`config.mk`:
```
export PLATFORM = sky130hd
export DESIGN_NAME = dc_trigger
export DESIGN_NICKNAME = d
export VERILOG_FILES = /design/src/rtl/dc_trigger.sv
export SDC_FILE = /design/constraint.sdc
export NUM_CORES = 1
export LEC_CHECK = 0
export BUFFER_PORTS_ARGS = -buffer_cell sky130_fd_sc_hd__buf_2
export CORE_MARGIN = 1.5
export CORE_UTILIZATION = 35
export DETAILED_ROUTE_END_ITERATION = 8
export MAX_ROUTING_LAYER = met4
export PLACE_DENSITY_LB_ADDON = 0.2
export SETUP_SLACK_MARGIN = 0.4
export SLEW_MARGIN = 40
export SYNTH_ARGS = -nofsm -noshare
export SYNTH_HDL_FRONTEND = slang
export SYNTH_SLANG_ARGS = --single-unit
export TNS_END_PERCENT = 20
```
`constraint.sdc`:
```
create_clock -name clk -period 3.5 [get_ports clk]
set_input_delay 0.7 -clock clk [delete_from_list [all_inputs] [get_ports clk]]
set_output_delay 0.7 -clock clk [all_outputs]
set_load 0.05 [all_outputs]
```
`src/rtl/dc_trigger.sv`:
```
// rtl/dc_trigger.sv - level/edge sample trigger with holdoff, decimated capture and bus registers
// Optional capture timestamp register: define DC_TRIGGER_TSTAMP_EN.
module dc_trigger #(
    parameter int BUS_ADDR_WIDTH = -1,
    parameter int BASE_ADDR      = 0,
    parameter int DATA_WIDTH     = 16
) (
    input  logic                                                   clk,
    input  logic                                                   resetn,
    input  logic signed [DATA_WIDTH-1:0]                           din,
    input  logic                                                   din_valid,
    output logic signed [DATA_WIDTH-1:0]                           dout,
    output logic                                                   we,
    input  logic [((BUS_ADDR_WIDTH > 0) ? BUS_ADDR_WIDTH : 1)-1:0] bus_addr,
    input  logic [31:0]                                            bus_wdata,
    output logic [31:0]                                            bus_rdata,
    output logic                                                   bus_rvalid,
    input  logic                                                   bus_wr,
    input  logic                                                   bus_rd
);

    typedef enum logic [2:0] {
        S_IDLE    = 3'd0,
        S_HOLDOFF = 3'd1,
        S_WAIT    = 3'd2,
        S_CAPT    = 3'd3,
        S_DONE    = 3'd4
    } state_t;

    localparam logic [31:0] BASE = 32'(BASE_ADDR);

    state_t                        state;
    logic                          done;
    logic                          ctrl_arm, ctrl_edge, ctrl_pol;
    logic signed [DATA_WIDTH-1:0]  thresh;
    logic [15:0]                   decim, length, holdoff;
    logic [15:0]                   hcnt, dcnt, ecnt;
    logic                          prev_valid, prev_meet, force_pend;
    logic [31:0]                   rd_val;
`ifdef DC_TRIGGER_TSTAMP_EN
    logic [31:0]                   tcnt, tstamp;
`endif

    logic [31:0] addr_word, off_full;
    logic [2:0]  off;
    logic        mapped, wr_hit, ctrl_wr, force_wr, meet, cond_trig, fire, last;
    logic [15:0] ecnt_inc;
    logic        unused;

    assign addr_word = 32'(bus_addr);
    assign off_full  = addr_word - BASE;
    assign mapped    = (addr_word >= BASE) && (off_full < 32'd8);
    assign off       = off_full[2:0];
    assign wr_hit    = bus_wr && mapped;
    assign ctrl_wr   = wr_hit && (off == 3'd1);
    // An arm+force write while waiting is a force, not a re-arm.
    assign force_wr  = ctrl_wr && bus_wdata[0] && bus_wdata[3] && (state == S_WAIT);
    assign meet      = ctrl_pol ? (din <= thresh) : (din >= thresh);
    assign cond_trig = ctrl_edge ? (prev_valid && !prev_meet && meet) : meet;
    assign fire      = din_valid && (cond_trig || force_pend || force_wr);
    assign ecnt_inc  = ecnt + 16'd1;
    assign last      = (length != 16'd0) && (ecnt_inc == length);
    assign unused    = ^bus_wdata;

    always_ff @(posedge clk or negedge resetn) begin
        if (!resetn) begin
            ctrl_arm  <= 1'b0;
            ctrl_edge <= 1'b0;
            ctrl_pol  <= 1'b0;
            thresh    <= '0;
            decim     <= '0;
            length    <= '0;
            holdoff   <= '0;
        end else if (wr_hit) begin
            case (off)
                3'd1: begin
                    ctrl_arm  <= bus_wdata[0];
                    ctrl_edge <= bus_wdata[1];
                    ctrl_pol  <= bus_wdata[2];
                end
                3'd2:    thresh  <= DATA_WIDTH'(bus_wdata);
                3'd3:    decim   <= bus_wdata[15:0];
                3'd4:    length  <= bus_wdata[15:0];
                3'd6:    holdoff <= bus_wdata[15:0];
                default: ;
            endcase
        end
    end

    always_ff @(posedge clk or negedge resetn) begin
        if (!resetn) begin
            state      <= S_IDLE;
            done       <= 1'b0;
            hcnt       <= '0;
            dcnt       <= '0;
            ecnt       <= '0;
            prev_valid <= 1'b0;
            prev_meet  <= 1'b0;
            force_pend <= 1'b0;
            dout       <= '0;
            we         <= 1'b0;
`ifdef DC_TRIGGER_TSTAMP_EN
            tstamp     <= '0;
`endif
        end else begin
            we <= 1'b0;
            if (ctrl_wr && !force_wr) begin
                force_pend <= 1'b0;
                done       <= 1'b0;
                ecnt       <= '0;
                if (bus_wdata[0]) begin
                    state <= S_HOLDOFF;
                    hcnt  <= holdoff;
                end else begin
                    state <= S_IDLE;
                end
            end else begin
                case (state)
                    S_HOLDOFF: begin
                        if (hcnt <= 16'd1) begin
                            state      <= S_WAIT;
                            prev_valid <= 1'b0;
                        end else begin
                            hcnt <= hcnt - 16'd1;
                        end
                    end
                    S_WAIT: begin
                        if (fire) begin
                            state      <= last ? S_DONE : S_CAPT;
                            done       <= last;
                            force_pend <= 1'b0;
                            dout       <= din;
                            we         <= 1'b1;
                            ecnt       <= ecnt_inc;
                            dcnt       <= (decim == 16'd0) ? 16'd0 : 16'd1;
`ifdef DC_TRIGGER_TSTAMP_EN
                            tstamp     <= tcnt;
`endif
                        end else begin
                            if (force_wr) force_pend <= 1'b1;
                            if (din_valid) begin
                                prev_valid <= 1'b1;
                                prev_meet  <= meet;
                            end
                        end
                    end
                    S_CAPT: begin
                        if (din_valid) begin
                            dcnt <= (dcnt >= decim) ? 16'd0 : dcnt + 16'd1;
                            if (dcnt == 16'd0) begin
                                dout <= din;
                                we   <= 1'b1;
                                ecnt <= ecnt_inc;
                                if (last) begin
                                    state <= S_DONE;
                                    done  <= 1'b1;
                                end
                            end
                        end
                    end
                    default: ;
                endcase
            end
        end
    end

`ifdef DC_TRIGGER_TSTAMP_EN
    always_ff @(posedge clk or negedge resetn) begin
        if (!resetn) tcnt <= '0;
        else         tcnt <= tcnt + 32'd1;
    end
`endif

    always_comb begin
        rd_val = 32'd0;
        case (off)
            3'd0: rd_val = 32'h0000_7C16;
            3'd1: rd_val = {29'd0, ctrl_pol, ctrl_edge, ctrl_arm};
            3'd2: rd_val = 32'(thresh);
            3'd3: rd_val = {16'd0, decim};
            3'd4: rd_val = {16'd0, length};
            3'd5: rd_val = {28'd0, done, state};
            3'd6: rd_val = {16'd0, holdoff};
`ifdef DC_TRIGGER_TSTAMP_EN
            3'd7: rd_val = tstamp;
`endif
            default: rd_val = 32'd0;
        endcase
    end

    always_ff @(posedge clk or negedge resetn) begin
        if (!resetn) begin
            bus_rvalid <= 1'b0;
            bus_rdata  <= '0;
        end else begin
            bus_rvalid <= bus_rd && mapped;
            bus_rdata  <= (bus_rd && mapped) ? rd_val : 32'd0;
        end
    end

endmodule

```
# [Word level (Yosys, flattened, before mapping)]
# Index checks and enable logic that the tools add are counted.
[totals] out_inout_bits=50 word_cells=104 regBits=91
[op_classes] eq_ne=16 add_sub_neg=2 reduce_logical=31 order_cmp=6 muxes=34 bitwise_logic=2
[ops] cell="$mux W16" n=10
[ops] cell="$pmux W16 S2" n=2
[ops] cell="$ge A16 B1 Y1 const B" n=2
[ops] cell="$le A16 B1 Y1 const B" n=2
[ops] cell="$mux W32" n=1
[ops] cell="$pmux W15 S2" n=1
[ops] cell="$ne A2 B2 Y1 const B" n=9
[ops] cell="$add A16 B1 Y16 const B" n=1
[ops] cell="$logic_not A16 Y1" n=1
[ops] cell="$sub A16 B1 Y16 const B" n=1
[ops] cell="$mux W1" n=14
[ops] cell="$logic_and A1 B1 Y1" n=11
[ops] cell="$reduce_and A5 Y1" n=2
[ops] cell="$mux W3" n=3
[ops] cell="$ne A3 B3 Y1 const B" n=3
[ops] cell="$reduce_and A4 Y1" n=2
[ops] cell="$reduce_bool A2 Y1" n=4
[ops] cell="$eq A3 B2 Y1 const B" n=2
[ops] cell="$pmux W3 S2" n=1
[ops] cell="$reduce_and A6 Y1" n=1
[ops] cell="$lt A1 B4 Y1 const B" n=1
[ops] cell="$pmux W1 S2" n=2
[ops] cell="$reduce_and A2 Y1" n=2
[ops] cell="$reduce_bool A4 Y1" n=1
[ops] cell="9 further kinds" n=12

# [Longest topological paths before layout]
[logic_depth] word_depth=12 ltp_mapped=8 mapped_depth_nobuf=7

# [Worst setup path after synthesis]
# No wires, ideal clock.
[synth_path] path_type="input to register" start="in din[15]" end="reg dout[0]" stages=6 path_slack_ps=1302 t_arrival_ps=2072 setup_ps=125 cell_sequence="xnor2_1 -> a41oi_2 -> nor2_2 -> o41ai_4 -> buf_6 -> mux2_4"
[synth_between] elab_chain_len=9
[synth_rtl] item="from (decl)" line_no="10" text="input logic signed [DATA_WIDTH-1:0] din,"
[synth_rtl] item="$ge A16 B1 Y1 or $le A16 B1 Y1 (tied branches)" line_no="58" text="assign meet = ctrl_pol ? (din <= thresh) : (din >= thresh);"
[synth_rtl] item="$mux W1 *" line_no="58"
[synth_rtl] item="$logic_and A1 B1 Y1" line_no="59" text="assign cond_trig = ctrl_edge ? (prev_valid && !prev_meet && meet) : meet;"
[synth_rtl] item="$mux W1 *" line_no="59"
[synth_rtl] item="$logic_or A1 B1 Y1 * (2 in series)" line_no="60" text="assign fire = din_valid && (cond_trig || force_pend || force_wr);"
[synth_rtl] item="$logic_and A1 B1 Y1 *" line_no="60"
[synth_rtl] item="$ne A2 B2 Y1 (no line) *"
[synth_rtl] item="$reduce_and A5 Y1 (no line) *"
[synth_rtl] item="to (signal assigned)" line_no="132" text="dout <= din;"
[synth_rtl] item="to (signal assigned)" line_no="151" text="dout <= din;"
[synth_rtl] item="to (decl)" line_no="12" text="output logic signed [DATA_WIDTH-1:0] dout,"
# Mark *: on every way between the ends. The rest lies on a longest branch, timed or not.
# A chain may end at the register's enable or synchronous reset.

# [Worst setup path after layout]
[layout_path] start="reg state[0]" end="reg hcnt[14]"
[layout_between] elab_chain_len=6
[layout_rtl] item="from (decl)" line_no="32" text="state_t state;"
[layout_rtl] item="from (signal assigned)" line_no="129" text="state <= last ? S_DONE : S_CAPT;"
[layout_rtl] item="$eq A3 B2 Y1" line_no="57" text="assign force_wr = ctrl_wr && bus_wdata[0] && bus_wdata[3] && (state == S_WAIT);"
[layout_rtl] item="$logic_and A1 B1 Y1" line_no="57"
[layout_rtl] item="$logic_not A1 Y1" line_no="107" text="if (ctrl_wr && !force_wr) begin"
[layout_rtl] item="$logic_and A1 B1 Y1" line_no="107"
[layout_rtl] item="$ne A2 B2 Y1 (no line) or $reduce_bool A2 Y1 (tied branches)"
[layout_rtl] item="$reduce_and A3 Y1 (no line)"
[layout_rtl] item="to (signal assigned)" line_no="113" text="hcnt <= holdoff;"
[layout_rtl] item="to (signal assigned)" line_no="124" text="hcnt <= hcnt - 16'd1;"
[layout_rtl] item="to (decl)" line_no="37" text="logic [15:0] hcnt, dcnt, ecnt;"
# Parallel ways exist; a longest one is shown, timed or not.

==> impl_metrics.yaml <==
clocking:
  cts_resized: 0
  postCtsSetupBuffers: 0
  postCtsHoldBufs: 0
  clkSinkCount: 46
  clk_latency_ns: 0.30
  path_clk_slew_ns: 0.09
  tritoncts: "done"
  numCtsBuffers: 5
  cts_root_buf: "clkbuf_8"
  cts_buffer_depth: 2
  htree_levels: 2
yosys:
  async_flop_share_pct: 100.0
  syn-cell-area_mm2: 0.002507
  ys_seq_area_share_pct: 45.91
  synth_edf_count: 0
  synth-seq-cells: 46
  avgSynthCellArea_um2: 10.85
  netlist_top_cells_area: "dfrtp_1 46%, buf_4 8.7%, mux2_4 6.0%"
  synth_cell_types: 51
  yosysTopAreaCellShare_pct: 45.91
  yosysTopAreaCell: "dfrtp_1"
  synthFlopType: "dfrtp_1"
  ys.warnings.count: 0
  syn-instance-count: 231
critical_path:
  cp-end-kind: "flop"
  reg2reg_depth: 7
  rrSetupSlack_ns: 1.00
  cp.required_ns: 3.72
  crit_chain: "inv_1 -> ha_1 -> and3_1 -> nor2_1 -> a211o_1 -> or4b_1 -> a21oi_1"
  cp_slowest_cell: "or4b_1"
  rr_startpoint: "state[0]$_DFFE_PN0P_"
  critical_path.startpoint_type: "flop"
  path_buf_inv: 1
  worst-path-max-fanout: 17
  worst-setup-path-type: "flop to flop"
  cpLargestDelayFamily: "simple AND/OR/NAND/NOR gates"
  slowest_delay_ns: 0.57
  r2r-end: "hcnt[14]$_DFFE_PN0P_"
  arrival_ns: 2.72
finish:
  nets: 340
  final_cell_mix: "51 x buf_2, 46 x dfrtp_1, 23 x conb_1"
  num_antenna_cells: 0
  area_growth_pct: 13.77
  final_common_cell: "buf_2"
  fillers: 697
  layoutNonFillerInstCount: 378
  layout-drive-gt1-share_pct: 30.50
timing:
  fmax_mhz: 400.8
  fin_ws_ns: 1.005
  slew_viol_final: 0
  fin_crit_sh_pct: 71.29
  min_period_ns: 2.495
  hold_viol_final: 0
  holdWs_ns: 0.4009
  tns_ns: 0
  setup_viol: 0
  rsz0062_at_grt: "no"
  slew-limit-headroom_pct: 60.55
  tightestPinTransition_ns: 0.5918
  clock-skew-final_ns: 0.005667
global_route:
  grt_overflow: 0
  first_global_vias: 1702
  grt_max_degree: 47
  grt_antenna_before_repair: 0
  grt_pass1_wl_um: 7859
  grt_util_all_layers_pct: 13.45
drt:
  drt.antenna.violating_nets: 0
  first_pass_iters: 4
  num_vias: 1775
  wl_per_cell_um: 12.52
  first_iter_violations: 74
  drt_wl_total_um: 4733
  viasPerCell: 4.696
  drc: 0
die:
  start_util_pct: 36.50
  die_height_um: 87.64
  coreArea_mm2: 0.006869
  num_io_pins: 104
  die_w_um: 87.64
  dieArea_mm2: 0.007681
  rows: 30
placement:
  dp_slack_ns: 0.9644
  port_buffers: 52
  place_hpwl_um: 3381
  gp_congestion: 0.7632
  placed_cells: 370
pwr:
  powerDensity_mw_per_mm2: 948.9
  total_power_mw: 2.707
  p_leak_nw: 1.399
  ir_worst_vdd_mv: 0.2605
run_status:
  status: "complete, no violations"
run:
  drv_cap: 0
min_path:
  min_path_type: "primary input to asynchronous set/reset pin"
==> registers in the layout, summed over array words and instances (netlist names) <==
signal / flops
bus_rvalid: 1
ctrl_edge: 1
ctrl_pol: 1
force_pend: 1
state: 2
we: 1
prev_meet: 1
ctrl_arm: 1
prev_valid: 1
bus_rdata: 4
hcnt: 16
dout: 16
==> final cells by class <==
| class | instances | area (um2) | area share (%) |
|---|---|---|---|
| inverter | 11 | 41.29 | 1.447 |
| multi-input combinational | 164 | 1160 | 40.66 |
| clock inverter | 2 | 37.54 | 1.316 |
| tap | 96 | 120.1 | 4.211 |
| clock buffer | 6 | 72.57 | 2.544 |
| sequential | 46 | 1151 | 40.35 |
| timing repair buffer | 53 | 270.3 | 9.474 |
==> synthesized netlist by cell type (2+ instances only) <==
cell type and n:
nor3_1 4, nand3_1 7, a21oi_1 6, xnor2_1 4, mux2_4 10, ha_1 5, nand2_1 22, inv_1 11
mux2i_1 9, a21boi_0 2, nor4_1 9, mux2_2 8, nor2_1 14, a211o_1 2, or2_2 2, and3_1 3
buf_4 29, o21ai_0 6, dfrtp_1 46
==> report_power, final <==
group | leakage [nW] | internal, mW | switching [mW]
Clock | 0.0514 | 0.213 | 0.183
Sequential | 0.574 | 0.740 | 0.156
Combinational | 0.774 | 0.502 | 0.913
==> per-stage QoR <==
stage	area (um2)	util, %
after detailed placement	2743	39.93
final	2853	41.53
after global routing	2853	41.53
after CTS	2853	41.53
after global placement	2740	39.89
after floorplan	2590	-
==> metal layers <==
metal / part of all wire [%] / GRT usage, % / vias to the layer above
li1: - / - / 868
met1: 47 / 16.05 / 848
met2: 47 / 22.45 / 53
met3: 4.9 / 3.110 / 6
met4: 1.2 / 4.329 / 0
met5: 0 / - / -
==> worst max path at each step <==
stage                                    start                    to  slack (ns)  cells past startpoint
after global routing      state[0]$_DFFE_PN0P_  hcnt[14]$_DFFE_PN0P_        0.85                      7
after detailed placement              bus_addr  hcnt[14]$_DFFE_PN0P_        0.96                      6
after CTS                 state[0]$_DFFE_PN0P_  hcnt[14]$_DFFE_PN0P_        1.00                      7
after global placement                bus_addr  hcnt[14]$_DFFE_PN0P_        0.97                      6
final                     state[0]$_DFFE_PN0P_  hcnt[14]$_DFFE_PN0P_        1.00                      7
after floorplan                        din[15]   dout[0]$_DFFE_PN0P_        1.30                      6
==> logic make-up after synthesis <==
logic type	count (synthesis)	share of synthesized area, %
AO/OA/AOI/OAI	31	9.782
AND/OR/NAND/NOR	74	15.97
multiplexers	27	13.17
adder cells (fa/ha/maj)	5	2.495
flip-flops	46	45.91
other	1	0.1496
XOR/XNOR	4	1.397
buffers and inverters	43	11.13
(Power assumes the default switching activity.)
